**config.mk**
```make
export PLATFORM = sky130hd
export DESIGN_NAME = control_sequencer
export DESIGN_NICKNAME = d
export VERILOG_FILES = /design/src/rtl/cpu_ctrl_pkg.sv /design/src/rtl/sel_decode_4to16.sv /design/src/rtl/control_sequencer.sv
export SDC_FILE = /design/constraint.sdc
export NUM_CORES = 1
export LEC_CHECK = 0
export ABC_AREA = 1
export CORE_AREA = 3 3 66 83
export DETAILED_ROUTE_END_ITERATION = 6
export DIE_AREA = 0 0 69 86
export PLACE_DENSITY_LB_ADDON = 0.3
export SLEW_MARGIN = 20
export SYNTH_ARGS = -nofsm -noshare
export SYNTH_HDL_FRONTEND = slang
export SYNTH_HIERARCHICAL = 1
export SYNTH_SLANG_ARGS = --single-unit
```
**constraint.sdc**
```tcl
create_clock -name clock -period 5 [get_ports clock]
set_clock_uncertainty 0.05 [all_clocks]
set_input_delay 0.5 -clock clock [delete_from_list [all_inputs] [get_ports clock]]
set_output_delay 0.5 -clock clock [all_outputs]
set_load 0.005 [all_outputs]
```
**src/rtl/cpu_ctrl_pkg.sv**
```systemverilog
// Shared encodings for the hardwired control sequencer: states, opcodes, ALU codes
// and DataPath bus bit positions.
package cpu_ctrl_pkg;

   typedef enum logic [3:0] {
      ST_T0        = 4'd0,
      ST_T1        = 4'd1,
      ST_T2        = 4'd2,
      ST_T3        = 4'd3,
      ST_T4        = 4'd4,
      ST_T5        = 4'd5,
      ST_T6        = 4'd6,
      ST_T7        = 4'd7,
      ST_HALT      = 4'd8,
      ST_STEP_WAIT = 4'd9
   } state_t;

   localparam logic [4:0] OP_ADD  = 5'd0;
   localparam logic [4:0] OP_SUB  = 5'd1;
   localparam logic [4:0] OP_OR   = 5'd2;
   localparam logic [4:0] OP_AND  = 5'd3;
   localparam logic [4:0] OP_SHR  = 5'd4;
   localparam logic [4:0] OP_SHL  = 5'd5;
   localparam logic [4:0] OP_ROR  = 5'd6;
   localparam logic [4:0] OP_ROL  = 5'd7;
   localparam logic [4:0] OP_ADDI = 5'd8;
   localparam logic [4:0] OP_ANDI = 5'd9;
   localparam logic [4:0] OP_ORI  = 5'd10;
   localparam logic [4:0] OP_LD   = 5'd16;
   localparam logic [4:0] OP_ST   = 5'd17;
   localparam logic [4:0] OP_NOP  = 5'd27;
   localparam logic [4:0] OP_HALT = 5'd28;

   localparam logic [15:0] ALU_ADD   = 16'h0000;
   localparam logic [15:0] ALU_SUB   = 16'h0001;
   localparam logic [15:0] ALU_OR    = 16'h0002;
   localparam logic [15:0] ALU_AND   = 16'h0003;
   localparam logic [15:0] ALU_SHR   = 16'h0004;
   localparam logic [15:0] ALU_SHL   = 16'h0005;
   localparam logic [15:0] ALU_ROR   = 16'h0006;
   localparam logic [15:0] ALU_ROL   = 16'h0007;
   localparam logic [15:0] ALU_INCPC = 16'h0010;

   localparam int SEL_ZLOW = 19;
   localparam int SEL_PC   = 20;
   localparam int SEL_MDR  = 21;
   localparam int SEL_C    = 23;

   function automatic logic is_rtype(input logic [4:0] op);
      return op <= OP_ROL;
   endfunction

   function automatic logic is_itype(input logic [4:0] op);
      return (op == OP_ADDI) || (op == OP_ANDI) || (op == OP_ORI);
   endfunction

   function automatic logic is_mem(input logic [4:0] op);
      return (op == OP_LD) || (op == OP_ST);
   endfunction

   function automatic logic [15:0] alu_imm(input logic [4:0] op);
      case (op)
         OP_ANDI: return ALU_AND;
         OP_ORI:  return ALU_OR;
         default: return ALU_ADD;
      endcase
   endfunction

endpackage

```
**src/rtl/sel_decode_4to16.sv**
```systemverilog
// One-hot register select (R0-R15) from a 4-bit IR field, forced to zero when disabled.
module sel_decode_4to16 (
   input  logic [3:0]  i_field,
   input  logic        i_en,
   output logic [15:0] o_sel
);

   always_comb begin
      o_sel = '0;
      if (i_en) o_sel[i_field] = 1'b1;
   end

endmodule

```
**src/rtl/control_sequencer.sv**
```systemverilog
// Hardwired fetch/execute control unit driving the DataPath control bus.
// Optional single-step gating before every fetch: define CS_SINGLE_STEP_EN.
//
// state      | meaning
// T0         | PC -> MAR, Zlow <= PC + 1
// T1         | memory read of instruction, waits on mem_ready, PC <= Zlow on ready
// T2         | MDR -> IR, decode
// T3..T5     | operand / ALU / writeback (or address generation for LD/ST)
// T6, T7     | LD/ST memory phase, waits on mem_ready
// HALT       | HALT executed, parked until clear
// STEP_WAIT  | single-step idle before next T0 (CS_SINGLE_STEP_EN only)
module control_sequencer
   import cpu_ctrl_pkg::*;
#(
   parameter int DATA_W = 32,
   parameter int SEL_W  = 32,
   parameter int ALUC_W = 16
) (
   input  logic              clock,
   input  logic              clear,
   input  logic [DATA_W-1:0] ir_data,
   input  logic              mem_ready,
   input  logic              step,
   output logic [SEL_W-1:0]  Rin,
   output logic [SEL_W-1:0]  Rout,
   output logic [ALUC_W-1:0] ALUControl,
   output logic              IRin,
   output logic              MARin,
   output logic              RYin,
   output logic              MDRread,
   output logic              MDRwrite,
   output logic              PCjump,
   output logic              halted,
   output logic              illegal,
   output logic [3:0]        state_dbg
);

`ifdef CS_SINGLE_STEP_EN
   localparam state_t END_ST = ST_STEP_WAIT;
`else
   localparam state_t END_ST = ST_T0;
`endif

   state_t            r_state;
   state_t            w_next;
   logic [DATA_W-1:0] r_ir;

   logic [4:0]        w_op;
   logic [4:0]        w_dec_op;
   logic [3:0]        w_ra;
   logic [3:0]        w_rb;
   logic [3:0]        w_rc;
   logic              w_dec_exec;
   logic              w_dec_known;

   logic [SEL_W-1:0]  w_rin_fix;
   logic [SEL_W-1:0]  w_rout_fix;
   logic              w_rin_en;
   logic              w_rout_en;
   logic [3:0]        w_rout_field;
   logic [15:0]       w_rin_reg;
   logic [15:0]       w_rout_reg;
   logic              w_unused;

   assign w_op     = r_ir[31:27];
   assign w_ra     = r_ir[26:23];
   assign w_rb     = r_ir[22:19];
   assign w_rc     = r_ir[18:15];
   // T2 decides the next state before the IR register holds the new word.
   assign w_dec_op    = ir_data[31:27];
   assign w_dec_exec  = is_rtype(w_dec_op) || is_itype(w_dec_op) || is_mem(w_dec_op);
   assign w_dec_known = w_dec_exec || (w_dec_op == OP_NOP) || (w_dec_op == OP_HALT);

   // Immediate bits only feed the DataPath's Cout path, not this block.
   assign w_unused = ^{r_ir[14:0], step};

   always_ff @(posedge clock) begin
      if (clear) begin
         r_state <= ST_T0;
         r_ir    <= '0;
      end else begin
         r_state <= w_next;
         if (r_state == ST_T2) r_ir <= ir_data;
      end
   end

   always_comb begin
      w_next = r_state;
      case (r_state)
         ST_T0: w_next = ST_T1;
         ST_T1: if (mem_ready) w_next = ST_T2;
         ST_T2: begin
            if (w_dec_exec)                 w_next = ST_T3;
            else if (w_dec_op == OP_HALT)   w_next = ST_HALT;
            else                            w_next = END_ST;
         end
         ST_T3: w_next = ST_T4;
         ST_T4: w_next = ST_T5;
         ST_T5: w_next = is_mem(w_op) ? ST_T6 : END_ST;
         ST_T6: if ((w_op == OP_ST) || mem_ready) w_next = ST_T7;
         ST_T7: if ((w_op == OP_LD) || mem_ready) w_next = END_ST;
         ST_HALT: w_next = ST_HALT;
`ifdef CS_SINGLE_STEP_EN
         ST_STEP_WAIT: if (step) w_next = ST_T0;
`endif
         default: w_next = ST_T0;
      endcase
   end

   always_comb begin
      w_rin_fix    = '0;
      w_rout_fix   = '0;
      w_rin_en     = 1'b0;
      w_rout_en    = 1'b0;
      w_rout_field = w_rb;
      ALUControl   = '0;
      IRin         = 1'b0;
      MARin        = 1'b0;
      RYin         = 1'b0;
      MDRread      = 1'b0;
      MDRwrite     = 1'b0;
      halted       = 1'b0;
      illegal      = 1'b0;
      if (!clear) begin
         case (r_state)
            ST_T0: begin
               w_rout_fix[SEL_PC]  = 1'b1;
               MARin               = 1'b1;
               ALUControl          = ALUC_W'(ALU_INCPC);
               w_rin_fix[SEL_ZLOW] = 1'b1;
            end
            ST_T1: begin
               w_rout_fix[SEL_ZLOW] = 1'b1;
               w_rin_fix[SEL_PC]    = mem_ready;
               w_rin_fix[SEL_MDR]   = 1'b1;
               MDRread              = 1'b1;
            end
            ST_T2: begin
               w_rout_fix[SEL_MDR] = 1'b1;
               IRin                = 1'b1;
               illegal             = !w_dec_known;
            end
            ST_T3: begin
               w_rout_en = 1'b1;
               RYin      = 1'b1;
            end
            ST_T4: begin
               w_rin_fix[SEL_ZLOW] = 1'b1;
               if (is_rtype(w_op)) begin
                  w_rout_en    = 1'b1;
                  w_rout_field = w_rc;
                  ALUControl   = ALUC_W'(w_op);
               end else begin
                  w_rout_fix[SEL_C] = 1'b1;
                  ALUControl        = ALUC_W'(alu_imm(w_op));
               end
            end
            ST_T5: begin
               w_rout_fix[SEL_ZLOW] = 1'b1;
               if (is_mem(w_op)) MARin    = 1'b1;
               else              w_rin_en = 1'b1;
            end
            ST_T6: begin
               w_rin_fix[SEL_MDR] = 1'b1;
               if (w_op == OP_LD) begin
                  MDRread = 1'b1;
               end else begin
                  w_rout_en    = 1'b1;
                  w_rout_field = w_ra;
               end
            end
            ST_T7: begin
               if (w_op == OP_LD) begin
                  w_rout_fix[SEL_MDR] = 1'b1;
                  w_rin_en            = 1'b1;
               end else begin
                  MDRwrite = 1'b1;
               end
            end
            ST_HALT: halted = 1'b1;
            default: ;
         endcase
      end
   end

   sel_decode_4to16 u_rin_dec (
      .i_field (w_ra),
      .i_en    (w_rin_en),
      .o_sel   (w_rin_reg)
   );

   sel_decode_4to16 u_rout_dec (
      .i_field (w_rout_field),
      .i_en    (w_rout_en),
      .o_sel   (w_rout_reg)
   );

   assign Rin       = w_rin_fix  | SEL_W'(w_rin_reg);
   assign Rout      = w_rout_fix | SEL_W'(w_rout_reg);
   assign PCjump    = 1'b0;
   assign state_dbg = clear ? 4'd0 : r_state;

endmodule
```
Word level (Yosys, flattened, before mapping)
Index checks and enable logic that the tools add are counted.
Widths: inputs -> output; s select.
{"block": "totals", "ff_bits": 36, "inputBits": 36, "elab_cells": 106}
{"block": "op_classes", "magnitude_cmp": 6, "n_eq_ne": 22, "muxes": 56, "n_bitwise": 2, "reduce_logical": 18}
{"operator": "$mux 4", "count": 9}
{"operator": "$pmux 4 s9", "count": 1}
{"operator": "$mux 16", "count": 2}
{"operator": "$eq 5x5->1 const B", "count": 6}
{"operator": "$mux 1", "count": 29}
{"operator": "$eq 5x4->1 const B", "count": 5}
{"operator": "$or 24x16->24", "count": 1}
{"operator": "$or 22x16->22", "count": 1}
{"operator": "$eq 4x3->1 const B", "count": 4}
{"operator": "$le 5x3->1 const B", "count": 2}
{"operator": "$logic_or 1x1->1", "count": 10}
{"operator": "$lt 4x5->1 const B", "count": 2}
{"operator": "$mux 5", "count": 2}
{"operator": "$pmux 5 s2", "count": 1}
{"operator": "$mux 3", "count": 3}
{"operator": "$demux 1 s4", "count": 2}
{"operator": "$eq 4x2->1 const B", "count": 2}
{"operator": "$ge 4x1->1 const B", "count": 2}
{"operator": "$pmux 1 s2", "count": 4}
{"operator": "$pmux 4 s2", "count": 1}
{"operator": "$ne 2x2->1 const B", "count": 3}
{"operator": "$reduce_or 2->1", "count": 3}
{"operator": "$eq 4x1->1 const B", "count": 1}
{"operator": "$eq 4x4->1 const B", "count": 1}
{"operator": "other kinds (6)", "count": 7}

Longest topological paths before layout
{"block": "depth", "word_depth": 10, "ltp_mapped": 10}

By module
Netlist, hierarchy kept.
{"module": "control_sequencer", "instances": 1, "cells_each": 248, "area_per_inst_um2": 1565.3, "seq_area_each_um2": 420.4}
{"module": "sel_decode_4to16 at u_rout_dec", "instances": 1, "cells_each": 32, "area_per_inst_um2": 126.4, "seq_area_each_um2": 0.0}
{"module": "sel_decode_4to16 at u_rin_dec", "instances": 1, "cells_each": 28, "area_per_inst_um2": 110.1, "seq_area_each_um2": 0.0}

Worst setup path before layout
No wires, ideal clock.
{"block": "synth_path", "path_type": "flip-flop to output port", "start": "reg r_state[3]", "end": "out Rout[0]", "t_arrival_ns": 1.444, "path_slack_ns": 3.006, "stages_incl_launch_ff": 8, "path_cell_list": "dfxtp_1 > inv_1 > nand3_1 > nor2_1 > nand3b_1 > o21ai_0 > nand3_1 > nor2_1"}
{"block": "synth_via", "elab_cells_between_ends": 14, "classes_between": "order compare: 2; eq/ne: 3; mux: 7; bitwise: 1; reduce/logical: 1"}
{"element": "from (decl)", "line": "control_sequencer.sv:44", "source": "state_t r_state;"}
{"element": "from (signal assigned)", "line": "control_sequencer.sv:82", "source": "r_state <= w_next;"}
{"element": "$eq 4x3->1 or $eq 4x2->1 (tied branches)", "line": "control_sequencer.sv:125", "source": "case (r_state)"}
{"element": "$pmux 1 s3 (*)", "line": "control_sequencer.sv:125"}
{"element": "$mux 1 (*)", "line": "control_sequencer.sv:124", "source": "if (!clear) begin"}
{"element": "named net w_rout_en", "line": "control_sequencer.sv:59", "source": "logic w_rout_en;"}
{"element": "$mux 16 (*)", "line": "sel_decode_4to16.sv:10", "source": "if (i_en) o_sel[i_field] = 1'b1;"}
{"element": "$or 24x16->24 (*)", "line": "control_sequencer.sv:199", "source": "assign Rout = w_rout_fix | SEL_W'(w_rout_reg);"}
{"element": "to (decl)", "line": "control_sequencer.sv:25", "source": "output logic [SEL_W-1:0] Rout,"}
Mark *: on every way through the listed nets, which the timed path passes. The rest lies on a longest branch.

Final worst setup path
{"block": "layout_path", "start": "in clear", "end": "out Rout[9]"}
{"block": "layout_via", "elab_chain_len": 7, "elab_cells_between_ends": 9, "classes_between": "order compare: 2; mux: 5; bitwise: 1; reduce/logical: 1"}
{"element": "from (decl)", "line": "control_sequencer.sv:20", "source": "input logic clear,"}
{"element": "$mux 4 (*)", "line": "control_sequencer.sv:124"}
{"element": "named net w_rout_field[1]", "line": "control_sequencer.sv:60", "source": "logic [3:0] w_rout_field;"}
{"element": "$lt 4x5->1 (not written as such) or $ge 4x1->1 (tied branches)", "line": "sel_decode_4to16.sv:10"}
{"element": "$logic_and 1x1->1 (not written as such)", "line": "sel_decode_4to16.sv:10"}
{"element": "$mux 1 (not written as such)", "line": "sel_decode_4to16.sv:10"}
{"element": "$demux 1 s4 (*)"}
{"element": "$mux 16 (*)", "line": "sel_decode_4to16.sv:10"}
{"element": "$or 24x16->24 (*)", "line": "control_sequencer.sv:199"}
Marked as above.

==> metrics.txt <==
# TYPE chip_impl_metric gauge
chip_impl_info{name="post-synth-top-area-cell",value="sky130_fd_sc_hd__dfxtp_1"} 1
chip_impl_metric{name="maxSlewHeadroom",unit=""} 0.578
chip_impl_metric{name="worst_ir_drop_vdd",unit="mV"} 0.223
chip_impl_metric{name="timing_max_transition_violations_final",unit=""} 0
chip_impl_metric{name="finalNonFillerCells",unit=""} 438
chip_impl_metric{name="p_comb_frac",unit=""} 0.493
chip_impl_metric{name="power_switching_share",unit=""} 0.450
chip_impl_metric{name="gp_congestion",unit=""} 0.797
chip_impl_metric{name="synth-seq-cells",unit=""} 21
chip_impl_info{name="timing.critical_path.slowest_stage_cell",value="sky130_fd_sc_hd__clkdlybuf4s50_1"} 1
chip_impl_info{name="hold_class",value="flip-flop to flip-flop"} 1
chip_impl_info{name="grt_setup_unrepaired",value="no"} 1
chip_impl_metric{name="htreeDepth",unit=""} 1
chip_impl_metric{name="clk_transition_reported_paths",unit="ns"} 0.08
chip_impl_metric{name="fp.dieW",unit="um"} 69
chip_impl_metric{name="placed_cells_incl_taps",unit=""} 434
chip_impl_metric{name="multiInputGateArea",unit="um^2"} 1090
chip_impl_metric{name="grt_antenna_before_repair",unit=""} 0
chip_impl_info{name="tritoncts",value="built"} 1
chip_impl_metric{name="drive_above_1_share",unit=""} 0.0450
chip_impl_metric{name="remaining_drcs",unit=""} 0
chip_impl_metric{name="detailedPlacementHpwl",unit="um"} 3930
chip_impl_metric{name="placementRows",unit=""} 28
chip_impl_metric{name="grt_pass1_wl",unit="um"} 7920
chip_impl_metric{name="core_area",unit="um^2"} 4760
chip_impl_metric{name="timing.final.hold_violations",unit=""} 0
chip_impl_metric{name="fillers",unit=""} 505
chip_impl_metric{name="synthesis.area_per_instance",unit="um^2"} 5.85
chip_impl_metric{name="period_utilisation_layout",unit=""} 0.652
chip_impl_metric{name="vias",unit=""} 2003
chip_impl_info{name="crit_path_cell_trace",value="clkdlybuf4s50_1 > buf_4 > nor2_1 > nand3b_1 > nand2_1 > nand2_1 > inv_1 > nand3_1 > nor2_1 > clkdlybuf4s50_1"} 1
chip_impl_metric{name="fin_setup_tns",unit="ns"} 0
chip_impl_metric{name="number_of_global_route_vias_before_repair",unit=""} 1822
chip_impl_metric{name="drv.max_cap_violation_count",unit=""} 0
chip_impl_metric{name="grt_start_max_net_pins",unit=""} 24
chip_impl_metric{name="die_y",unit="um"} 86
chip_impl_metric{name="total_power",unit="uW"} 763
chip_impl_metric{name="ant_nets",unit=""} 0
chip_impl_metric{name="area_growth",unit="%"} 37.2
chip_impl_info{name="cts_root_buffer",value="sky130_fd_sc_hd__clkbuf_8"} 1
chip_impl_metric{name="tightestPinTransition",unit="ns"} 0.632
chip_impl_metric{name="setup_violations",unit=""} 0
chip_impl_info{name="synth_top_flop_cell",value="sky130_fd_sc_hd__dfxtp_1"} 1
chip_impl_metric{name="cp_data_required_time",unit="ns"} 4.45
chip_impl_metric{name="synthesis.yosys.warnings",unit=""} 6
chip_impl_metric{name="ctsHoldBuffers",unit=""} 0
chip_impl_metric{name="power.net_switching",unit="uW"} 343
chip_impl_metric{name="tritoncts_buffers",unit=""} 3
chip_impl_info{name="run_status",value="finished clean"} 1
chip_impl_metric{name="vias_per_cell",unit=""} 4.57
chip_impl_metric{name="dr.pass1.iters",unit=""} 4
chip_impl_metric{name="insertion_delay",unit="ns"} 0.26
chip_impl_metric{name="io_pins",unit=""} 128
chip_impl_metric{name="grt-ovfl-total",unit=""} 0
chip_impl_metric{name="delay_contributed_by_the_slowest_stage_of_the_critical_path",unit="ns"} 0.51
chip_impl_metric{name="io_buffers",unit=""} 73
chip_impl_info{name="criticalPathCategory",value="input port to output port"} 1
chip_impl_metric{name="clock_tree.buffer_depth",unit=""} 2
chip_impl_info{name="cp-end-kind",value="output port"} 1
chip_impl_metric{name="number_of_flops_mapped_to_enable_cells_by_yosys",unit=""} 0
chip_impl_metric{name="yosys.cell_types.count",unit=""} 23
chip_impl_metric{name="syn-cell-area",unit="um^2"} 1800
chip_impl_info{name="critical_path.startpoint_type",value="input port"} 1
chip_impl_metric{name="antennaDiodeCount",unit=""} 0
chip_impl_metric{name="layout.area.seq",unit="um^2"} 420
chip_impl_metric{name="holdWs",unit="ns"} 0.466
chip_impl_metric{name="wl_per_cell",unit="um"} 11.0
chip_impl_metric{name="ys_seq_area_frac",unit=""} 0.233
chip_impl_metric{name="cts_setup_buffers",unit=""} 0
chip_impl_metric{name="fmax",unit="GHz"} 0.307
chip_impl_metric{name="timing.critical_path.buf_inv",unit=""} 4
chip_impl_metric{name="grt_usage",unit=""} 0.157
chip_impl_metric{name="crit_fanout",unit=""} 21
chip_impl_metric{name="cp_data_arrival_time",unit="ns"} 2.71
chip_impl_metric{name="final_area",unit="um^2"} 2470
chip_impl_metric{name="postRouteWirelength",unit="um"} 4830
chip_impl_metric{name="pwr-share-clk",unit=""} 0.148
chip_impl_metric{name="sequentialPowerShare",unit=""} 0.360
chip_impl_metric{name="p_leak",unit="uW"} 0.00105
chip_impl_metric{name="power.density_cell_area",unit="nW/um^2"} 309
chip_impl_metric{name="ys_async_sr_fraction",unit=""} 0
chip_impl_metric{name="synth_top_area_frac",unit=""} 0.233
chip_impl_metric{name="initialDrtViolationCount",unit=""} 72
chip_impl_metric{name="layout.nets",unit=""} 415
chip_impl_metric{name="postCtsResizedCells",unit=""} 0
chip_impl_info{name="synth.top_cells.by_count",value="sky130_fd_sc_hd__nor2_1 (83), sky130_fd_sc_hd__nand2_1 (48), sky130_fd_sc_hd__buf_4 (38)"} 1
chip_impl_info{name="cp_top_family",value="buffers and inverters"} 1
chip_impl_metric{name="synthCells",unit=""} 308
chip_impl_metric{name="cts_num_sinks",unit=""} 21
chip_impl_metric{name="initial_utilization",unit=""} 0.378
chip_impl_metric{name="finalCriticalPeriod",unit="ns"} 3.26
chip_impl_metric{name="floorplan.die_area",unit="um^2"} 5930
chip_impl_info{name="yosys-top-cells-area",value="sky130_fd_sc_hd__dfxtp_1 (23%), sky130_fd_sc_hd__nor2_1 (17%), sky130_fd_sc_hd__buf_4 (16%)"} 1
chip_impl_info{name="synth_most_common_cell",value="sky130_fd_sc_hd__nor2_1"} 1
chip_impl_metric{name="cellInternalPower",unit="uW"} 420
chip_impl_metric{name="placed_cell_area",unit="um^2"} 2430
==> tightest hold or removal path, cell delays in order, from the launching register on <==
cell	delay [ns]
sky130_fd_sc_hd__dfxtp_1	0.34
sky130_fd_sc_hd__inv_1	0.08
sky130_fd_sc_hd__a21oi_1	0.05
==> through the flow <==
step | worst slack (ns) | util
2_1_floorplan | 3.01 | -
3_3_place_gp | 1.75 | 0.509
3_5_place_dp | 1.70 | 0.509
4_1_cts | 1.70 | 0.519
5_1_grt | 1.42 | 0.519
6_report | 1.74 | 0.519
==> final cells by class <==
type	instances	share of cell area
clock inverters	1	0.00202
well taps	60	0.0304
inverters	26	0.0395
flip-flops and latches	21	0.170
repair buffers	74	0.299
clock buffers	3	0.0167
multi-input cells	253	0.443
==> power groups by stage <==
| stage | combinational [uW] | clock [uW] | sequential, uW |
|---|---|---|---|
| 2_1_floorplan | 281 | 0 | 260 |
| 4_1_cts | 377 | 115 | 273 |
| 6_report | 376 | 113 | 274 |
| 3_5_place_dp | 375 | 0 | 277 |
| 3_3_place_gp | 368 | 0 | 274 |
| 5_1_grt | 431 | 123 | 283 |
==> kinds of logic (layout without fill, tap and decap cells) <==
family | Yosys count | in the layout | share of synthesized area
buffers and inverters | 71 | 104 | 0.236
other | 1 | 38 | 0.00208
and+or+nand+nor | 184 | 184 | 0.440
AOI/OAI and AO/OA | 31 | 31 | 0.0882
DFF | 21 | 21 | 0.233
==> cell usage in the layout, fill, tap and decap left out, drive strengths merged <==
| master | instances |
|---|---|
| o21ai | 20 |
| nand2 | 52 |
| a21oi | 9 |
| nor2 | 88 |
| conb | 38 |
| o22ai | 1 |
| clkbuf | 3 |
| nor3 | 5 |
| clkdlybuf4s50 | 73 |
| dfxtp | 21 |
| inv | 26 |
| nand3 | 34 |
| buf | 1 |
| a22oi | 1 |
| clkinv | 1 |
| nand4 | 2 |
| nand3b | 2 |
| nor4 | 1 |
==> routing by layer <==
| metal | wire length [um] | GRT usage |
|---|---|---|
| met5 | 0 | 0 |
| met4 | 44 | 0.0462 |
| met3 | 336 | 0.0281 |
| met2 | 2480 | 0.293 |
| met1 | 1960 | 0.183 |
==> state kept, by name (all words and copies together) (netlist names) <==
register and count:
r_ir 17, r_state 4
==> final timing paths <==
kind | cells after the start | start | to | slack, ns
setup / recovery | 10 | clear | Rout[9] | 1.74
hold / removal | 2 | r_ir[27] | r_ir[27] | 0.47
setup reg to reg | 5 | r_state[1] | r_ir[20] | 3.22
hold reg to reg | 2 | r_ir[27] | r_ir[27] | 0.47
(Power assumes the default switching activity.)
